[config.mk]
export PLATFORM = sky130hd
export DESIGN_NAME = mem_rd_data_align
export DESIGN_NICKNAME = d
export VERILOG_FILES = /design/src/rtl/mem_rd_data_align.sv
export SDC_FILE = /design/constraint.sdc
export NUM_CORES = 1
export LEC_CHECK = 0
export CAP_MARGIN = 20
export CORE_MARGIN = 3
export CORE_UTILIZATION = 46
export CTS_BUF_LIST = sky130_fd_sc_hd__clkbuf_8 sky130_fd_sc_hd__clkbuf_16
export DETAILED_ROUTE_END_ITERATION = 6
export GPL_TIMING_DRIVEN = 1
export PLACE_DENSITY = 0.78
export SYNTH_ARGS = -nofsm -noshare
export SYNTH_HDL_FRONTEND = slang
export SYNTH_SLANG_ARGS = --single-unit
[constraint.sdc]
create_clock -name clock -period 2.5 [get_ports clock]
set_input_delay 0.375 -clock clock [delete_from_list [all_inputs] [get_ports clock]]
set_output_delay 0.375 -clock clock [all_outputs]
set_load 0.05 [all_outputs]
[src/rtl/mem_rd_data_align.sv]
// mem_rd_data_align: load-side data path between Execute and the data-memory
// read port. Accepts one load, issues one or two word-aligned reads (two when
// the access crosses a word boundary), then extracts, merges and sign/zero
// extends the returned bytes into a writeback value held until accepted.
module mem_rd_data_align #(
   parameter int ADDR_WIDTH = 32,
   parameter int DATA_WIDTH = 32,
   parameter int TAG_WIDTH  = 5
) (
   input  logic                  clock,
   input  logic                  reset,
   input  logic                  ld_valid,
   output logic                  ld_ready,
   input  logic [ADDR_WIDTH-1:0] ld_addr,
   input  logic [1:0]            ld_size,
   input  logic                  ld_signed,
   input  logic [TAG_WIDTH-1:0]  ld_rd,
   output logic                  mem_req_valid,
   input  logic                  mem_req_ready,
   output logic [ADDR_WIDTH-1:0] mem_req_addr,
   input  logic                  mem_rsp_valid,
   input  logic [DATA_WIDTH-1:0] mem_rsp_data,
   output logic                  wb_valid,
   input  logic                  wb_ready,
   output logic [DATA_WIDTH-1:0] wb_data,
   output logic [TAG_WIDTH-1:0]  wb_rd,
   output logic                  busy
);

   typedef enum logic [2:0] {
      S_IDLE,
      S_REQ0,
      S_WAIT0,
      S_REQ1,
      S_WAIT1,
      S_DONE
   } state_e;

   state_e                  state_q;
   logic                    ld_ready_q;
   logic                    busy_q;
   logic                    mem_req_valid_q;
   logic [ADDR_WIDTH-1:0]   mem_req_addr_q;
   logic                    wb_valid_q;
   logic [DATA_WIDTH-1:0]   wb_data_q;
   logic [TAG_WIDTH-1:0]    wb_rd_q;

   // Captured load attributes and the first returned word (pure data, no reset).
   logic [1:0]              off_q;
   logic [1:0]              size_q;
   logic                    signed_q;
   logic [TAG_WIDTH-1:0]    rd_q;
   logic                    split_q;
   logic [DATA_WIDTH-1:0]   word0_q;

   logic                    split_d;
   logic [DATA_WIDTH-1:0]   wb_data_d;

   // A half crosses a word only at offset 3; a word crosses at any nonzero offset.
   function automatic logic is_split(input logic [1:0] off, input logic [1:0] size);
      case (size)
         2'b00:   is_split = 1'b0;
         2'b01:   is_split = (off == 2'b11);
         default: is_split = (off != 2'b00);
      endcase
   endfunction

   // Shift the {word1,word0} pair down to the addressed byte, then extend.
   function automatic logic [DATA_WIDTH-1:0] extract(input logic [2*DATA_WIDTH-1:0] pair,
                                                     input logic [1:0] off,
                                                     input logic [1:0] size,
                                                     input logic       sgn);
      logic [DATA_WIDTH-1:0] win;
      win = DATA_WIDTH'(pair >> {off, 3'b000});
      case (size)
         2'b00:   extract = {{(DATA_WIDTH-8){sgn & win[7]}}, win[7:0]};
         2'b01:   extract = {{(DATA_WIDTH-16){sgn & win[15]}}, win[15:0]};
         default: extract = win;
      endcase
   endfunction

   // Split decision for the incoming load and the writeback value formed from
   // the response arriving this cycle (word1 is zero for a single-word load).
   always_comb begin
      split_d = is_split(ld_addr[1:0], ld_size);
      if (state_q == S_WAIT1) begin
         wb_data_d = extract({mem_rsp_data, word0_q}, off_q, size_q, signed_q);
      end else begin
         wb_data_d = extract({{DATA_WIDTH{1'b0}}, mem_rsp_data}, off_q, size_q, signed_q);
      end
   end

   // Load sequencer: all outputs are registered and change only on state entry/exit.
   always_ff @(posedge clock) begin
      if (reset) begin
         state_q         <= S_IDLE;
         ld_ready_q      <= 1'b0;
         busy_q          <= 1'b0;
         mem_req_valid_q <= 1'b0;
         mem_req_addr_q  <= '0;
         wb_valid_q      <= 1'b0;
         wb_data_q       <= '0;
         wb_rd_q         <= '0;
      end else begin
         case (state_q)
            S_IDLE: begin
               ld_ready_q <= 1'b1;
               if (ld_valid && ld_ready_q) begin
                  off_q           <= ld_addr[1:0];
                  size_q          <= ld_size;
                  signed_q        <= ld_signed;
                  rd_q            <= ld_rd;
                  split_q         <= split_d;
                  mem_req_valid_q <= 1'b1;
                  mem_req_addr_q  <= {ld_addr[ADDR_WIDTH-1:2], 2'b00};
                  ld_ready_q      <= 1'b0;
                  busy_q          <= 1'b1;
                  state_q         <= S_REQ0;
               end
            end
            S_REQ0: begin
               if (mem_req_ready) begin
                  mem_req_valid_q <= 1'b0;
                  state_q         <= S_WAIT0;
               end
            end
            S_WAIT0: begin
               if (mem_rsp_valid) begin
                  word0_q <= mem_rsp_data;
                  if (split_q) begin
                     // Second word follows the first; address wraps at the top of memory.
                     mem_req_valid_q <= 1'b1;
                     mem_req_addr_q  <= mem_req_addr_q + ADDR_WIDTH'(4);
                     state_q         <= S_REQ1;
                  end else begin
                     wb_valid_q <= 1'b1;
                     wb_data_q  <= wb_data_d;
                     wb_rd_q    <= rd_q;
                     state_q    <= S_DONE;
                  end
               end
            end
            S_REQ1: begin
               if (mem_req_ready) begin
                  mem_req_valid_q <= 1'b0;
                  state_q         <= S_WAIT1;
               end
            end
            S_WAIT1: begin
               if (mem_rsp_valid) begin
                  wb_valid_q <= 1'b1;
                  wb_data_q  <= wb_data_d;
                  wb_rd_q    <= rd_q;
                  state_q    <= S_DONE;
               end
            end
            S_DONE: begin
               if (wb_ready) begin
                  wb_valid_q <= 1'b0;
                  busy_q     <= 1'b0;
                  ld_ready_q <= 1'b1;
                  state_q    <= S_IDLE;
               end
            end
            default: begin
               state_q <= S_IDLE;
            end
         endcase
      end
   end

   assign ld_ready      = ld_ready_q;
   assign busy          = busy_q;
   assign mem_req_valid = mem_req_valid_q;
   assign mem_req_addr  = mem_req_addr_q;
   assign wb_valid      = wb_valid_q;
   assign wb_data       = wb_data_q;
   assign wb_rd         = wb_rd_q;

endmodule

== Word-level counts from Yosys, hierarchy flattened ==
Cells that the tools add are included.

* Equality and inequality tests: 17
* Multiplexer cells: 38
* Bitwise gates (word level): 5
* Reduce and logical (&&, ||, !) cells: 20
* Shift-type cells: 2
* $add $sub $neg: 1

{| class="wikitable"
|+ Operator list
! cell !! number
|-
| $pmux W32 S2 || 4
|-
| $mux W32 || 7
|-
| $shr A64 B5 Y32 || 1
|-
| $add A32 B3 Y32 const B || 1
|-
| $shr A32 B5 Y32 || 1
|-
| $mux W3 || 7
|-
| $pmux W3 S6 || 1
|-
| $ne A2 B2 Y1 const B || 8
|-
| $mux W5 || 3
|-
| $mux W1 || 10
|-
| $pmux W5 S2 || 1
|-
| $reduce_and A5 Y1 || 2
|-
| $reduce_and A3 Y1 || 3
|-
| $reduce_and A4 Y1 || 2
|-
| $reduce_bool A2 Y1 || 4
|-
| $eq A3 B2 Y1 const B || 2
|-
| $eq A3 B3 Y1 const B || 2
|-
| $pmux W1 S2 || 3
|-
| $pmux W1 S3 || 2
|-
| $reduce_and A6 Y1 || 1
|-
| $reduce_bool A3 Y1 || 2
|-
| $and A1 B1 Y1 || 4
|-
| $eq A2 B1 Y1 const B || 2
|-
| $logic_not A2 Y1 || 2
|-
| 8 further kinds || 8
|}

* Flip-flop bits (word level): 119
* Bits of input ports: 78
* Logic and storage cells: 97

== Longest topological paths before layout ==
Gate-level depths: netlist of the first run.

* Depth in word-level cells: 7
* Mapped depth: 9
* Depth with buffers taken out: 6

== Least setup slack after synthesis of the first run ==
OpenSTA, ideal clock, no wires.

* Path kind: reg2reg
* From: register state_q[1]
* To: register word0_q[0], enable pin
* Library setup time: 392 ps
* Stages on the path, launching flop included: 5
* Setup slack: 105 ps
* Arrival time: 2,003 ps
* Buffers on the path: 1
* Period minus slack after synthesis: 2,395 ps
* Path through: dfxtp_1 -> or3b_1 -> clkbuf_1 -> nor2_1 -> and2_1

* Cells in the longest elaborated chain, start to end: 2

{| class="wikitable"
|+ RTL lines
! element !! RTL line !! RTL
|-
| start, declared || 39 || <nowiki>state_e state_q;</nowiki>
|-
| start signal, assigned || 96 || <nowiki>state_q <= S_IDLE;</nowiki>
|-
| start signal, assigned || 118 || <nowiki>state_q <= S_REQ0;</nowiki>
|-
| start signal, assigned || 124 || <nowiki>state_q <= S_WAIT0;</nowiki>
|-
| $eq A3 B2 Y1 || 105 || <nowiki>case (state_q)</nowiki>
|-
| $reduce_and A3 Y1 (no source line) || -- ||
|-
| end signal, assigned || 129 || <nowiki>word0_q <= mem_rsp_data;</nowiki>
|-
| end, declared || 54 || <nowiki>logic [DATA_WIDTH-1:0] word0_q;</nowiki>
|}

No other way between the ends.
A chain may end at the register's enable or synchronous reset.

== Worst setup path in the final report of the first run ==
* From: register off_q[1]
* To: register wb_data_q[21], in the netlist wb_data[21]

* Cells in the longest elaborated chain, start to end: 7
* Elaborated cells between the ends (all ways): 13
* Classes of those cells: shift (2); mux (7); bitwise (4)

{| class="wikitable"
|+ RTL lines
! element !! RTL line !! RTL
|-
| start, declared || 49 || <nowiki>logic [1:0] off_q;</nowiki>
|-
| start signal, assigned || 109 || <nowiki>off_q <= ld_addr[1:0];</nowiki>
|-
| $shr A32 B5 Y32 or $shr A64 B5 Y32 (tied branches) || 74 || <nowiki>win = DATA_WIDTH'(pair >> {off, 3'b000});</nowiki>
|-
| $and A1 B1 Y1, on equally long branches || 77, 76 ||
|-
| $pmux W32 S2 || 75 || <nowiki>case (size)</nowiki>
|-
| $mux W32 (*) || 86 || <nowiki>if (state_q == S_WAIT1) begin</nowiki>
|-
| $mux W32 || 130 || <nowiki>if (split_q) begin</nowiki>
|-
| $mux W32 || 128 || <nowiki>if (mem_rsp_valid) begin</nowiki>
|-
| $pmux W32 S2 (*) || 105 ||
|-
| end signal, assigned || 137 || <nowiki>wb_data_q <= wb_data_d;</nowiki>
|-
| end signal, assigned || 152 || <nowiki>wb_data_q <= wb_data_d;</nowiki>
|-
| end, declared || 45 || <nowiki>logic [DATA_WIDTH-1:0] wb_data_q;</nowiki>
|}

Every way passes the cells marked *; elsewhere a longest branch is shown, timed or not. The select of a mux whose other input is x is not followed.

==> results of run 1 <==
==> worst min path at each step <==
stage                 from           to  cells after the start
2_1_floorplan      rd_q[4]     wb_rd[4]                      2
3_3_place_gp   wb_data[10]  wb_data[10]                      2
3_5_place_dp   wb_data[11]  wb_data[11]                      2
4_1_cts              reset  wb_data[26]                      2
5_1_grt              reset  wb_data[26]                      2
6_report             reset  wb_data[26]                      2
==> registers in the layout (all words and copies together), names as in the netlist <==
| name | cells |
|---|---|
| busy | 1 |
| size_q | 2 |
| mem_req_valid | 1 |
| ld_ready | 1 |
| word0_q | 32 |
| signed_q | 1 |
| rd_q | 5 |
| wb_data | 32 |
| split_q | 1 |
| state_q | 3 |
| mem_req_addr | 30 |
| wb_valid | 1 |
| wb_rd | 5 |
| off_q | 2 |
==> routing by layer <==
metal,vias to the layer above,part of all wire (%)
met5,-,0
met4,0,2.8
met3,47,8.1
met2,329,48
met1,3018,41
li1,2973,-
==> metrics by stage <==
step	util [%]	cell area, um^2	hold WS (ns)	cells	power [mW]
final	63.8	8960	0.399	1048	6.00
after global routing	63.8	8960	0.389	1048	6.23
after CTS	63.8	8960	0.376	1048	6.01
after detailed placement	59.6	8370	0.452	1016	3.61
after global placement	59.6	8370	0.444	1016	3.57
after floorplan	-	6680	0.456	712	3.10
==> area by class of cell <==
cell class	instances	share of cell area, %
Multi-Input combinational cell	524	39.6
Sequential cell	117	30.9
Timing Repair Buffer	181	19.8
Clock buffer	19	5.06
Tap cell	180	2.51
Clock inverter	13	1.48
Inverter	14	0.587
==> power groups by stage <==
stage                     sequential, mW  combinational, mW  clock (mW)
after floorplan                     2.51              0.591           0
after global placement              2.25               1.32           0
after detailed placement            2.26               1.35           0
after CTS                           2.22               1.36        2.44
after global routing                2.24               1.46        2.54
final                               2.22               1.37        2.41
==> cells in the final DEF (no fill, tap or decap), types with 5 or more instances in the layout <==
cell and n:
clkdlybuf4s50_1 147, nand2_1 83, dfxtp_1 74, mux2i_1 60, nor2_1 51, edfxtp_1 43, a21oi_1 34, buf_4 29
nand3_1 26, o21ai_0 25, o22ai_1 18, nand2b_1 18, clkbuf_16 17, nor3_1 15, inv_1 14, a211oi_1 13
a21o_1 11, o31ai_1 10, a32oi_1 10, nand4_1 10, a31oi_1 10, o21ai_1 10, a32o_1 9, mux4_2 9
nor2b_1 7, or3_1 6, a2111oi_1 5
==> cells by family (layout without fill, tap and decap cells) <==
logic type / count (synthesis) / in the layout / share of synthesized area, %
flops: 117 / 117 / 41.6
xor+xnor: 1 / 1 / 0.131
compound gates: 191 / 191 / 19.9
fa+ha+maj: 1 / 1 / 0.188
other cells: 1 / 2 / 0.0562
mux: 74 / 74 / 12.9
buf+inv: 71 / 227 / 5.63
simple gates: 255 / 255 / 19.6
==> worst register-to-register path, stage by stage (launching register included) <==
cell and delay (ns):
edfxtp_1 0.64, mux2i_1 0.43, o31ai_1 0.15, a21oi_2 0.39, buf_12 0.20, nand2_1 0.06
a32o_1 0.25
==> metrics, run 1 <==
status=finished, final reports clean; Pint=~4.1 mW; most frequent cells after synthesis=nand2_1 (83), dfxtp_1 (74), mux2i_1 (60), nor2_1 (51), edfxtp_1 (43); grt ovf=0; CTS tree=yes; GR Util met1=31.8%; cell area after synthesis=6670 um^2; delay of the slowest cell on the worst path=0.64 ns; TNS Setup=0 ns; crit path kind=reg2reg; fin nets=between 900 and 1000; num rows=43; Chip Width=around 130 um; Setup WS pre-CTS=0.112 ns; FFs w/ async S/R, synth=0%; net switching power=between 1.5 and 2 mW; die height=126 um; Setup Fix Bufs, Post-CTS=0; Post-synth EDFFs=43; depth of the worst register-to-register path=6; clk_lat worst skew=0.42 ns; Post-CTS Hold Buffers=0; Clock Skews=between 0.01 and 0.015 ns; Synth area leader=dfxtp_1; part of the power in combinational logic=a little under a quarter; Final period util=between 80% and 90%; Peak VDD IR=roughly 0.55 mV; R2R Path Start=off_q[1]; CTS buffer count=17; number of DRC violations after detailed-routing iteration 0=just under 700; Reg area=between 2000 and 3000 um^2; core area=~14000 um^2; wire length per cell=19.0 um; CP Launch Point=off_q[1]; Cell variety after synth=79; share of post-route cells with drive strength above 1=a little under an eighth; crit path cell chain=mux2i_1 > o31ai_1 > a21oi_2 > buf_12 > nand2_1 > a32o_1; post_cts resized=0; Setup crit end kind=flip-flop; PortBufs=approximately 150; Setup crit start kind=flip-flop; first-pass GRT wire length=approximately 32 mm; DRC errors left=0; die area=16000 um^2; Setup Viol. Count Final=0; Critical Path Sink=wb_data[21]; Flop pwr share=~37%; clk slew on worst S/H paths=0.06 ns; FF+latch count, synth=roughly 120; CTS sink count=117; Yosys top cell area share=22.2%; most used routing layer=met2; Placer Congestion=0.950; RSZ-0062 raised after global routing=false; I/O Pins=151; Worst R2R Setup Slack=0.28 ns; sequential share of the synthesized area=41.6%; number of global-route vias before repair=6146; DRT Pass-1 Iters=6; CP required=2.81 ns; fillers=1099; Total GRT Usage=24.8%; hpwl dp=around 14 mm; main flop type after synthesis=dfxtp_1; CP arrival=between 2 and 3 ns; antenna violations before repair=0; min cycle time layout=~2.2 ns; Via density=between 6 and 7; Slew HR=approximately a third; Synth Instances=711; synth warn=0; Static Leak=3.17 nW; Mapped Avg Cell Area=roughly 9.4 um^2; maximum net fanout on the critical path=10; Root Buffer=clkbuf_16; slowest stage cell, crit path=edfxtp_1; Max Freq=450 MHz; buffers plus inverters on the worst setup path=1; most common cell in the netlist=nand2_1; GRT met2 Usage=approximately two fifths; Clk network pwr share=roughly 40%; GR Util met3=approximately 7.1%; Max Buffers Root-to-Sink=2; area of the multi-input gates=3550 um^2; diode count=0; worst hold path type=in2reg; H-tree levels=4; Routed WL=19.9 mm; critical path's top delay family=compound AO/OA/AOI/OAI gates; Critical Path Stages=6; MaxCap Viol Count=0; Routed Antenna Nets=0; final setup margin=~0.28 ns; FF-to-FF End=wb_data[21]; area grow syn2layout=34.3%; Net Sw Frac=a little over 30%; Initial Utilization=47.5%; Least-Margin Pin Slew=around 0.97 ns; top post-synthesis cells by area=dfxtp_1 (22%), edfxtp_1 (19%), mux2i_1 (9.0%); Hold Vio Cnt, Final=0; max-slew violation count=0; PD cells=669 nW/um^2; detailed-route via count=around 6400; largest net degree at the start of global routing=55
(Power assumes the default switching activity.)
==> inputs of run 2 (changes only) <==
HOLD_SLACK_MARGIN = 0.12   (was not set)
==> results of run 2 <==
The final DEF is identical to that of run 1; final timing and power are the same.
